## config.mk

```make
export PLATFORM = sky130hd
export DESIGN_NAME = change_dispenser
export DESIGN_NICKNAME = d
export VERILOG_FILES = /design/src/rtl/vending_machine_pkg.sv /design/src/rtl/change_dispenser_coin_select.sv /design/src/rtl/change_dispenser.sv
export SDC_FILE = /design/constraint.sdc
export NUM_CORES = 1
export LEC_CHECK = 0
export ABC_AREA = 1
export CELL_PAD_IN_SITES_DETAIL_PLACEMENT = 1
export CELL_PAD_IN_SITES_GLOBAL_PLACEMENT = 2
export CORE_MARGIN = 2
export CORE_UTILIZATION = 39
export CTS_CLUSTER_DIAMETER = 30
export DETAILED_ROUTE_END_ITERATION = 10
export DONT_BUFFER_PORTS = 1
export HOLD_SLACK_MARGIN = 0.02
export PLACE_DENSITY_LB_ADDON = 0.1
export SLEW_MARGIN = 20
export SYNTH_ARGS = -nofsm -noshare
export SYNTH_HDL_FRONTEND = slang
export SYNTH_SLANG_ARGS = --single-unit
```

## constraint.sdc

```tcl
create_clock -name clk -period 5 [get_ports clk]
set_clock_uncertainty 0.1 [all_clocks]
set_input_delay 0.75 -clock clk [delete_from_list [all_inputs] [get_ports clk]]
set_output_delay 0.75 -clock clk [all_outputs]
set_load 0.005 [all_outputs]
```

## src/rtl/vending_machine_pkg.sv

```systemverilog
// Shared vending-machine definitions: default coin set, widths, timing and the
// payout state type used by the change dispenser.
package vending_machine_pkg;

    localparam int kNumCoins  = 3;
    localparam int kTotalBits = 31;
    localparam int kInvBits   = 8;
    localparam int kWaitTime  = 100;

    // Index 0 is the smallest denomination; values strictly ascending.
    localparam logic [kNumCoins*32-1:0] kCoinValues = {32'd1000, 32'd500, 32'd100};

    typedef enum logic [1:0] {
        ST_IDLE,
        ST_RETURN,
        ST_DONE
    } state_t;

endpackage

```

## src/rtl/change_dispenser_coin_select.sv

```systemverilog
// Combinational greedy picker: the largest denomination that fits the remaining
// balance and is still in stock.
module coin_select #(
    parameter int                      NUM_COINS   = 3,
    parameter int                      TOTAL_BITS  = 31,
    parameter int                      INV_BITS    = 8,
    parameter logic [NUM_COINS*32-1:0] COIN_VALUES = '0
) (
    input  logic [TOTAL_BITS-1:0]         remaining,
    input  logic [NUM_COINS*INV_BITS-1:0] inventory,
    output logic [NUM_COINS-1:0]          select,
    output logic                          found
);

    localparam int CMP_BITS = (TOTAL_BITS > 32) ? TOTAL_BITS : 32;

    logic [CMP_BITS-1:0] remaining_ext;

    assign remaining_ext = CMP_BITS'(remaining);

    // Ascending scan: a later (larger) qualifying coin overrides an earlier one.
    always_comb begin
        select = '0;
        found  = 1'b0;
        for (int k = 0; k < NUM_COINS; k++) begin
            if (remaining_ext >= CMP_BITS'(COIN_VALUES[k*32 +: 32]) &&
                inventory[k*INV_BITS +: INV_BITS] != '0) begin
                select    = '0;
                select[k] = 1'b1;
                found     = 1'b1;
            end
        end
    end

endmodule

```

## src/rtl/change_dispenser.sv

```systemverilog
// Coin-return controller: owns the coin inventory and inactivity timer, and on a
// return request or timeout pays the latched balance out one coin per cycle.
module change_dispenser
    import vending_machine_pkg::*;
#(
    parameter int                               NUM_COINS   = kNumCoins,
    parameter int                               TOTAL_BITS  = kTotalBits,
    parameter int                               INV_BITS    = kInvBits,
    parameter int                               WAIT_TIME   = kWaitTime,
    parameter logic [NUM_COINS*32-1:0]          COIN_VALUES = kCoinValues,
    parameter logic [NUM_COINS*INV_BITS-1:0]    INIT_INV    = {NUM_COINS{INV_BITS'(4)}}
) (
    input  logic                          clk,
    input  logic                          reset_n,
    input  logic [NUM_COINS-1:0]          i_input_coin,
    input  logic                          i_item_dispensed,
    input  logic                          i_trigger_return,
    input  logic [TOTAL_BITS-1:0]         i_total,
    output logic [NUM_COINS-1:0]          o_return_coin,
    output logic                          o_busy,
    output logic                          o_done,
    output logic [TOTAL_BITS-1:0]         o_shortfall,
    output logic [31:0]                   o_wait_time,
    output logic [NUM_COINS*INV_BITS-1:0] o_inventory
);

    state_t                        state, state_next;
    logic [TOTAL_BITS-1:0]         remaining, remaining_next;
    logic [TOTAL_BITS-1:0]         shortfall_next;
    logic [TOTAL_BITS-1:0]         sel_value;
    logic [31:0]                   wait_next;
    logic [NUM_COINS-1:0]          coin_next;
    logic [NUM_COINS-1:0]          sel;
    logic                          found;
    logic                          start;
    logic [NUM_COINS*INV_BITS-1:0] inventory, inv_next;

    coin_select #(
        .NUM_COINS  (NUM_COINS),
        .TOTAL_BITS (TOTAL_BITS),
        .INV_BITS   (INV_BITS),
        .COIN_VALUES(COIN_VALUES)
    ) u_coin_select (
        .remaining(remaining),
        .inventory(inventory),
        .select   (sel),
        .found    (found)
    );

    // The compare in coin_select guarantees the selected value fits the balance.
    always_comb begin
        sel_value = '0;
        for (int k = 0; k < NUM_COINS; k++) begin
            if (sel[k]) begin
                sel_value = sel_value | TOTAL_BITS'(COIN_VALUES[k*32 +: 32]);
            end
        end
    end

    assign start = (i_trigger_return && i_total != '0) || (o_wait_time == 32'(WAIT_TIME));

    always_comb begin
        state_next     = state;
        remaining_next = remaining;
        shortfall_next = o_shortfall;
        wait_next      = o_wait_time;
        coin_next      = '0;
        case (state)
            ST_IDLE: begin
                if (start) begin
                    remaining_next = i_total;
                    shortfall_next = '0;
                    wait_next      = '0;
                    state_next     = ST_RETURN;
                end else if (|i_input_coin || i_item_dispensed) begin
                    wait_next = '0;
                end else if (i_total != '0 && o_wait_time < 32'(WAIT_TIME)) begin
                    wait_next = o_wait_time + 32'd1;
                end
            end
            ST_RETURN: begin
                wait_next = '0;
                if (found) begin
                    coin_next      = sel;
                    remaining_next = remaining - sel_value;
                end else begin
                    shortfall_next = remaining;
                    state_next     = ST_DONE;
                end
            end
            ST_DONE: begin
                wait_next  = '0;
                state_next = ST_IDLE;
            end
            default: state_next = ST_IDLE;
        endcase
    end

    // A deposit and a payout of the same coin in one cycle cancel out.
    always_comb begin
        inv_next = inventory;
        for (int j = 0; j < NUM_COINS; j++) begin
            if (i_input_coin[j] && !coin_next[j]) begin
                if (inventory[j*INV_BITS +: INV_BITS] != {INV_BITS{1'b1}}) begin
                    inv_next[j*INV_BITS +: INV_BITS] = inventory[j*INV_BITS +: INV_BITS] + 1'b1;
                end
            end else if (coin_next[j] && !i_input_coin[j]) begin
                inv_next[j*INV_BITS +: INV_BITS] = inventory[j*INV_BITS +: INV_BITS] - 1'b1;
            end
        end
    end

    always_ff @(posedge clk) begin
        if (!reset_n) begin
            state         <= ST_IDLE;
            o_return_coin <= '0;
            o_shortfall   <= '0;
            o_wait_time   <= '0;
            inventory     <= INIT_INV;
        end else begin
            state         <= state_next;
            o_return_coin <= coin_next;
            o_shortfall   <= shortfall_next;
            o_wait_time   <= wait_next;
            inventory     <= inv_next;
        end
    end

    always_ff @(posedge clk) begin
        remaining <= remaining_next;
    end

    assign o_busy      = (state == ST_RETURN);
    assign o_done      = (state == ST_DONE);
    assign o_inventory = inventory;

endmodule

```

==> results of run 1 <==
==> worst max-delay path, delay by kind of cell, from the launching register on <==
kind / cells / cell delay [ns]
AND/OR/NAND/NOR: 12 / 1.39
buffers and inverters: 3 / 0.36
flip-flops: 1 / 0.50
AO/OA/AOI/OAI: 5 / 0.67
adder cells (fa/ha/maj): 2 / 0.58
==> cells in the final DEF (no fill, tap or decap), types with 4 or more instances in the layout <==
cell type | Yosys | routed
inv_1 | 115 | 115
nand2_2 | 24 | 25
or2_2 | 6 | 6
clkinv_2 | 1 | 4
nand2_1 | 259 | 258
edfxtp_1 | 31 | 31
o21ai_0 | 39 | 39
clkbuf_16 | 0 | 18
dfxtp_1 | 92 | 92
o21ai_1 | 9 | 9
nand3b_1 | 4 | 4
a21oi_1 | 87 | 87
buf_4 | 5 | 6
nor2_1 | 158 | 157
xnor2_1 | 14 | 14
ha_1 | 32 | 31
a31oi_1 | 8 | 8
nor4_1 | 8 | 8
nand3_1 | 69 | 69
nand4_1 | 27 | 27
nor2_2 | 6 | 7
nor3_1 | 50 | 50
fa_1 | 4 | 4
a21oi_2 | 19 | 19
o21bai_1 | 7 | 7
inv_2 | 5 | 5
xor2_1 | 29 | 29
==> metal layers <==
metal	wire length [um]	GRT usage, %
met1	12200	31.1
met2	12300	40.6
met3	962	5.15
met4	560	7.48
met5	0	0
==> area by class of cell <==
type                            count  area (sq um)  area share [%]
Tap cell                          270           338            3.81
Clock inverter                      7          87.6           0.987
Timing Repair Buffer                6          45.0           0.508
Multi-Input combinational cell    882          4650            52.5
Sequential cell                   123          2770            31.3
Inverter                          124           472            5.32
Clock buffer                       24           503            5.67
==> state kept, by name, indices dropped and copies added (netlist names) <==
| register | count |
|---|---|
| state | 2 |
| o_return_coin | 3 |
| remaining | 31 |
| o_wait_time | 32 |
| o_inventory | 24 |
| o_shortfall | 31 |
==> metrics by stage <==
stage,area (sq um),hold slack (ns)
final,8870,0.323
after detailed placement,8280,0.377
after CTS,8870,0.305
after floorplan,8100,0.356
after global routing,8870,0.310
after global placement,8280,0.375
==> report_power, final <==
part | internal, mW | switching (mW)
Combinational | 0.250 | 0.510
Sequential | 1.15 | 0.147
Clock | 0.799 | 0.476
==> how the worst max path moves through the flow <==
stage / endpoint / cells past startpoint / slack (ns) / startpoint
finish: remaining[26] / 22 / 1.12 / remaining[26]
floorplan: remaining[22] / 22 / 1.83 / remaining[11]
global route: remaining[22] / 22 / 0.71 / remaining[26]
global placement: remaining[22] / 21 / 1.29 / remaining[16]
CTS: remaining[26] / 22 / 1.10 / remaining[26]
detailed placement: remaining[26] / 22 / 1.16 / remaining[26]
==> logic make-up (layout without fill, tap and decap cells) <==
group	after synthesis	in the layout	share of synthesized area, %
and+or+nand+nor	622	622	33.8
AOI/OAI and AO/OA	181	181	12.9
buffers and inverters	165	161	8.46
DFF	123	123	34.2
xor gates and xnor gates	43	43	4.65
adders and majority gates	36	36	5.93
==> metrics.md, run 1 <==
| Metric | Value |
|---|---|
| Status | `completed` |
| Drt pass-1 iters | `4` |
| Max-Cap Viols | `0` |
| Core Box Area | `20,300 sq um` |
| Vias per cell | `5.31` |
| Max_slew headroom | `a little under half` |
| # port buffers | `0` |
| Synth top area share | `roughly 23%` |
| Avg WL per Cell | `roughly 18 um` |
| Initial DRC Count | `260` |
| Fin. Hold Viols | `0` |
| Min-Delay Path Class | `in -> reg` |
| CTS tree | `done` |
| Rows | `52` |
| Ports | `130` |
| Part of the cycle the worst path needs | `just under 80%` |
| Ys flop type | `dfxtp_1` |
| Final slew viol count | `0` |
| Clk pin slew, worst setup/hold paths | `about 0.060 ns` |
| Ant diodes | `0` |
| Post-synthesis net count | `between 1,000 and 1,500` |
| Starting Density | `39.9%` |
| Yosys cell types | `48` |
| DRT antenna net count | `0` |
| Critical Path AT | `approximately 3.9 ns` |
| Final cell count without fillers | `about 1,400` |
| Worst-path maximum fanout | `5` |
| Fill count | `about 2,600` |
| Setup TNS | `0 ns` |
| Final setup margin | `1.12 ns` |
| Maximum clock path buffer count | `2` |
| Post-cts hold buffer count | `0` |
| Initial antenna violation count | `0` |
| Crit-path cells | `nor2_1 > nand2_1 > nor2_1 > nand2_1 > nor2_1 > nor2_1 > inv_2 > a21oi_1 > ha_1 > fa_1 > inv_1 > nand3_1 > nand2_1 > nand2_1 > nand2_1 > a21oi_1 > o21ai_0 > inv_1 > nand2_1 > o21bai_1 > nand3_1 > o21ai_0` |
| RSZ-0062 raised after global routing | `no` |
| Final net count | `1,228` |
| Final setup viols | `0` |
| Yosys top cell by area | `dfxtp_1` |
| Share of layout cells above drive strength 1 | `under 10%` |
| Hold Path Depth | `1` |
| Die area | `between 20,000 and 25,000 sq um` |
| WP data required | `about 5 ns` |
| Min-Delay Endpoint | `o_inventory[10]` |
| DRC Markers | `0` |
| Post-CTS Setup Inserts | `0` |
| Max VDD drop | `0.219 mV` |
| Most used cell, CP | `nand2_1` |
| Synth top cells by count | `nand2_1, nor2_1, inv_1` |
| HPWL after DPL | `just under 20,000 um` |
| Number of synthesized flops with an enable pin | `31` |
| Placed cells | `about 1,400` |
| R2R Path Start | `remaining[26]` |
| GRT overflow | `0` |
| Slew @ Worst Pin | `roughly 0.8 ns` |
| Post-synthesis cell area | `~8100 sq um` |
| Post-synth ARST share | `0%` |
| Worst Hold Launch | `reset_n` |
| Pre-CTS WS | `between 1 and 1.5 ns` |
| Area grow syn2layout | `9.46%` |
| Root Buffer | `clkbuf_16` |
| First-pass GRT wire length | `about 42,000 um` |
| Path type of the worst setup path | `reg -> reg` |
| Htree depth | `4` |
| Pwr/cell area | `approximately 380 nW/um^2` |
| Placer Congestion | `roughly 0.85` |
| Syn Area/Cell | `slightly below 7 sq um` |
| Cell with the most instances after synthesis | `nand2_1` |
| Post-CTS Resized | `0` |
| Largest cells by area after synthesis | `dfxtp_1, nand2_1, edfxtp_1` |
| Die width | `~150 um` |
| Max Clk Rate | `about 0.26 GHz` |
| Gate Count Post-Synth | `1,170` |
| Leak Pwr | `approximately 3.4 nW` |
| CP endpoint kind | `flip-flop` |
| Sequential fraction of the synthesis area | `between 30% and 40%` |
| Die H | `roughly 150 um` |
| Pwr Total | `~3.3 mW` |
| Number of synthesized register bits | `123` |
| Flop-to-flop setup slack | `around 1.1 ns` |
| Utilization after layout | `around 44%` |
| Synthesis Warnings | `0` |
| Clock Latency Late Sink | `0.43 ns` |
| R2R cell count | `22` |
| Slowest-stage cell, CP | `edfxtp_1` |
| Number of CTS-inserted buffers | `17` |
| GRT Total Usage | `roughly 24%` |
| Vias | `around 7,600` |
| Routed WL | `~26,000 um` |
| Reg2reg end | `remaining[26]` |
| Sink Count | `around 120` |
| Slowest Stage Delay on Critical Path | `about 0.5 ns` |
| Minimum clock period after layout | `about 3.9 ns` |
| Vias in the first global route | `7,944` |
| Setup crit start kind | `flip-flop` |
| Largest net degree at the start of global routing | `43` |
Note: power is estimated with default switching activity, not from simulation.
==> run 2: changes to the inputs <==
--- a/config.mk
+++ b/config.mk
@@ -9,7 +9,7 @@
 export CELL_PAD_IN_SITES_DETAIL_PLACEMENT = 1
 export CELL_PAD_IN_SITES_GLOBAL_PLACEMENT = 2
 export CORE_MARGIN = 2
-export CORE_UTILIZATION = 39
+export CORE_UTILIZATION = 32
 export CTS_CLUSTER_DIAMETER = 30
 export DETAILED_ROUTE_END_ITERATION = 10
 export DONT_BUFFER_PORTS = 1
==> constraint.sdc (replaced) <==
create_clock -name clk -period 3.52 [get_ports clk]
set_clock_uncertainty 0.1 [all_clocks]
set_input_delay 0.528 -clock clk [delete_from_list [all_inputs] [get_ports clk]]
set_output_delay 0.528 -clock clk [all_outputs]
set_load 0.005 [all_outputs]
==> run 2 against run 1 <==
Die area rose by 21%. Fmax rose by 17%. Via count is 3.1% higher. Highest routed layer unchanged. Setup slack got worse by 0.93 ns. Critical endpoint unchanged. Clock power up 39%. Design area grew 11%. Sequential share of layout area down 3.0 points. Non-clock buffer count increased by 102. Global-route usage shrank 2.7 points. Sequential cell count unchanged. Sequential power is 33% higher.
==> metrics.md, run 2 (synthesis gave the netlist of run 1 again) <==
| Metric | Value |
|---|---|
| Max reg flops | `32` |
| Avg WL per Cell | `~18 um` |
| Minimum clock period after layout | `3.33 ns` |
| Initial antenna violation count | `0` |
| Ant diodes | `0` |
| Max VDD drop | `0.248 mV` |
| WP data required | `approximately 3.6 ns` |
| Die H | `~160 um` |
| Starting Density | `32.4%` |
| Worst Hold Launch | `reset_n` |
| Routed WL | `between 20,000 and 30,000 um` |
| Ports | `between 100 and 150` |
| Vias in the first global route | `roughly 8,000` |
| Part of the cycle the worst path needs | `94.5%` |
| Rows | `between 50 and 60` |
| First-pass GRT wire length | `roughly 45,000 um` |
| Regs by FF count | `o_wait_time (32), o_shortfall (31), remaining (31)` |
| # port buffers | `0` |
| Final setup viols | `0` |
| Sink Count | `approximately 120` |
| CP endpoint kind | `flip-flop` |
| Drt pass-1 iters | `4` |
| Root Buffer | `clkbuf_16` |
| Slowest Stage Delay on Critical Path | `a little over 0.4 ns` |
| Setup TNS | `0 ns` |
| Die width | `about 160 um` |
| Clk pin slew, worst setup/hold paths | `~0.060 ns` |
| Met3 WL post-DR | `1020 um` |
| GRT Total Usage | `a little over a fifth` |
| Pwr Total | `slightly above 5 mW` |
| Max Clk Rate | `~0.30 GHz` |
| Commonest non-fill, non-tap cell in the layout | `nand2_1` |
| Status | `completed` |
| RSZ-0062 raised after global routing | `yes` |
| Share of layout cells above drive strength 1 | `between 10% and 20%` |
| DRT antenna net count | `0` |
| Highest metal used | `met4` |
| Initial DRC Count | `291` |
| Slew @ Worst Pin | `about 0.9 ns` |
| Metal2 WL | `around 14,000 um` |
| Pwr/cell area | `516 nW/um^2` |
| Vias per cell | `slightly below 5` |
| Post-cts hold buffer count | `0` |
| Path type of the worst setup path | `reg -> reg` |
| Largest Register | `o_wait_time` |
| Critical Path AT | `3.36 ns` |
| R2R Path Start | `remaining[20]` |
| Min-Delay Path Class | `in -> reg` |
| HPWL after DPL | `approximately 22,000 um` |
| Vias | `a little under 8,000` |
| Met1 wire length | `approximately 13,000 um` |
| Final slew viol count | `0` |
| Final net count | `1,330` |
| Fin. Hold Viols | `0` |
| Worst-path maximum fanout | `4` |
| Fill count | `3,187` |
| DRC Markers | `0` |
| Clock Latency Late Sink | `roughly 0.42 ns` |
| Maximum clock path buffer count | `2` |
| Max_slew headroom | `approximately two fifths` |
| GRT overflow | `0` |
| Area grow syn2layout | `21.3%` |
| Leak Pwr | `3.88 nW` |
| Crit-path cells | `nor2_2 > nand2_2 > nor2_4 > buf_4 > nand4_1 > nand2_1 > buf_6 > a21oi_2 > ha_2 > fa_2 > inv_2 > nand3_2 > nand2_2 > nand2_1 > nand2_1 > a21oi_2 > o21ai_1 > buf_4 > inv_2 > nand2_2 > o21bai_1 > nand3_1 > o21ai_1` |
| Most frequent cells in the layout | `nand2_1, nor2_1, inv_1` |
| Largest net degree at the start of global routing | `42` |
| Crit path launch | `remaining[20]` |
| Setup crit start kind | `flip-flop` |
| Slowest-stage cell, CP | `edfxtp_1` |
| Core Box Area | `25,000 sq um` |
| Htree depth | `4` |
| Utilization after layout | `39.3%` |
| Max-Cap Viols | `0` |
| Placer Congestion | `0.862` |
| Die area | `26,600 sq um` |
| Number of CTS-inserted buffers | `17` |
| CTS tree | `done` |
## run 2: critical path: cells and delay by family (launching register included)
family	cells	cell delay (ns)
compound gates	5	0.43
fa+ha+maj	2	0.57
buf+inv	5	0.53
flops	1	0.41
simple gates	11	1.01
## run 2: worst paths after layout
| check | endpoint | cells past startpoint | slack [ns] |
|---|---|---|---|
| worst min register to register | o_shortfall[15] | 2 | 0.38 |
| worst min-delay path | o_inventory[18] | 1 | 0.13 |
| worst max register to register | remaining[26] | 23 | 0.19 |
| worst max-delay path | remaining[26] | 23 | 0.19 |
## run 2: report_power, final
group / internal, mW / switching [mW]
logic: 0.637 / 0.946
clock network: 1.11 / 0.654
registers: 1.63 / 0.0971
## run 2: repair_timing
action	CTS	global route
buffers inserted	0	9
gates resized for setup	4	35
setup endpoints to repair	5	27
pin swaps	0	18
## run 2: layout make-up
type	count	area [sq um]	share of cell area (%)
clock buffer	24	492	5.00
clock inverter	7	91.3	0.929
inverter	124	472	4.80
sequential	123	2770	28.2
tap	330	413	4.20
timing repair buffer	108	827	8.42
multi-input combinational	882	4760	48.4
## run 2: stage by stage
stage	hold WS [ns]	worst slack [ns]	std cells	cell area [sq um]
3_3_place_gp	0.372	0.0216	1558	9060
2_1_floorplan	0.356	0.352	1170	8100
6_report	0.130	0.192	1598	9830
3_5_place_dp	0.376	-0.0170	1558	9060
4_1_cts	0.101	0.0159	1589	9660
5_1_grt	0.107	-0.0943	1598	9830
## run 2: routing by layer
layer / global-route usage, % / vias up
li1: - / 4017
met1: 27.5 / 3702
met2: 37.3 / 120
met3: 4.09 / 17
met4: 4.67 / 0
met5: 0 / -
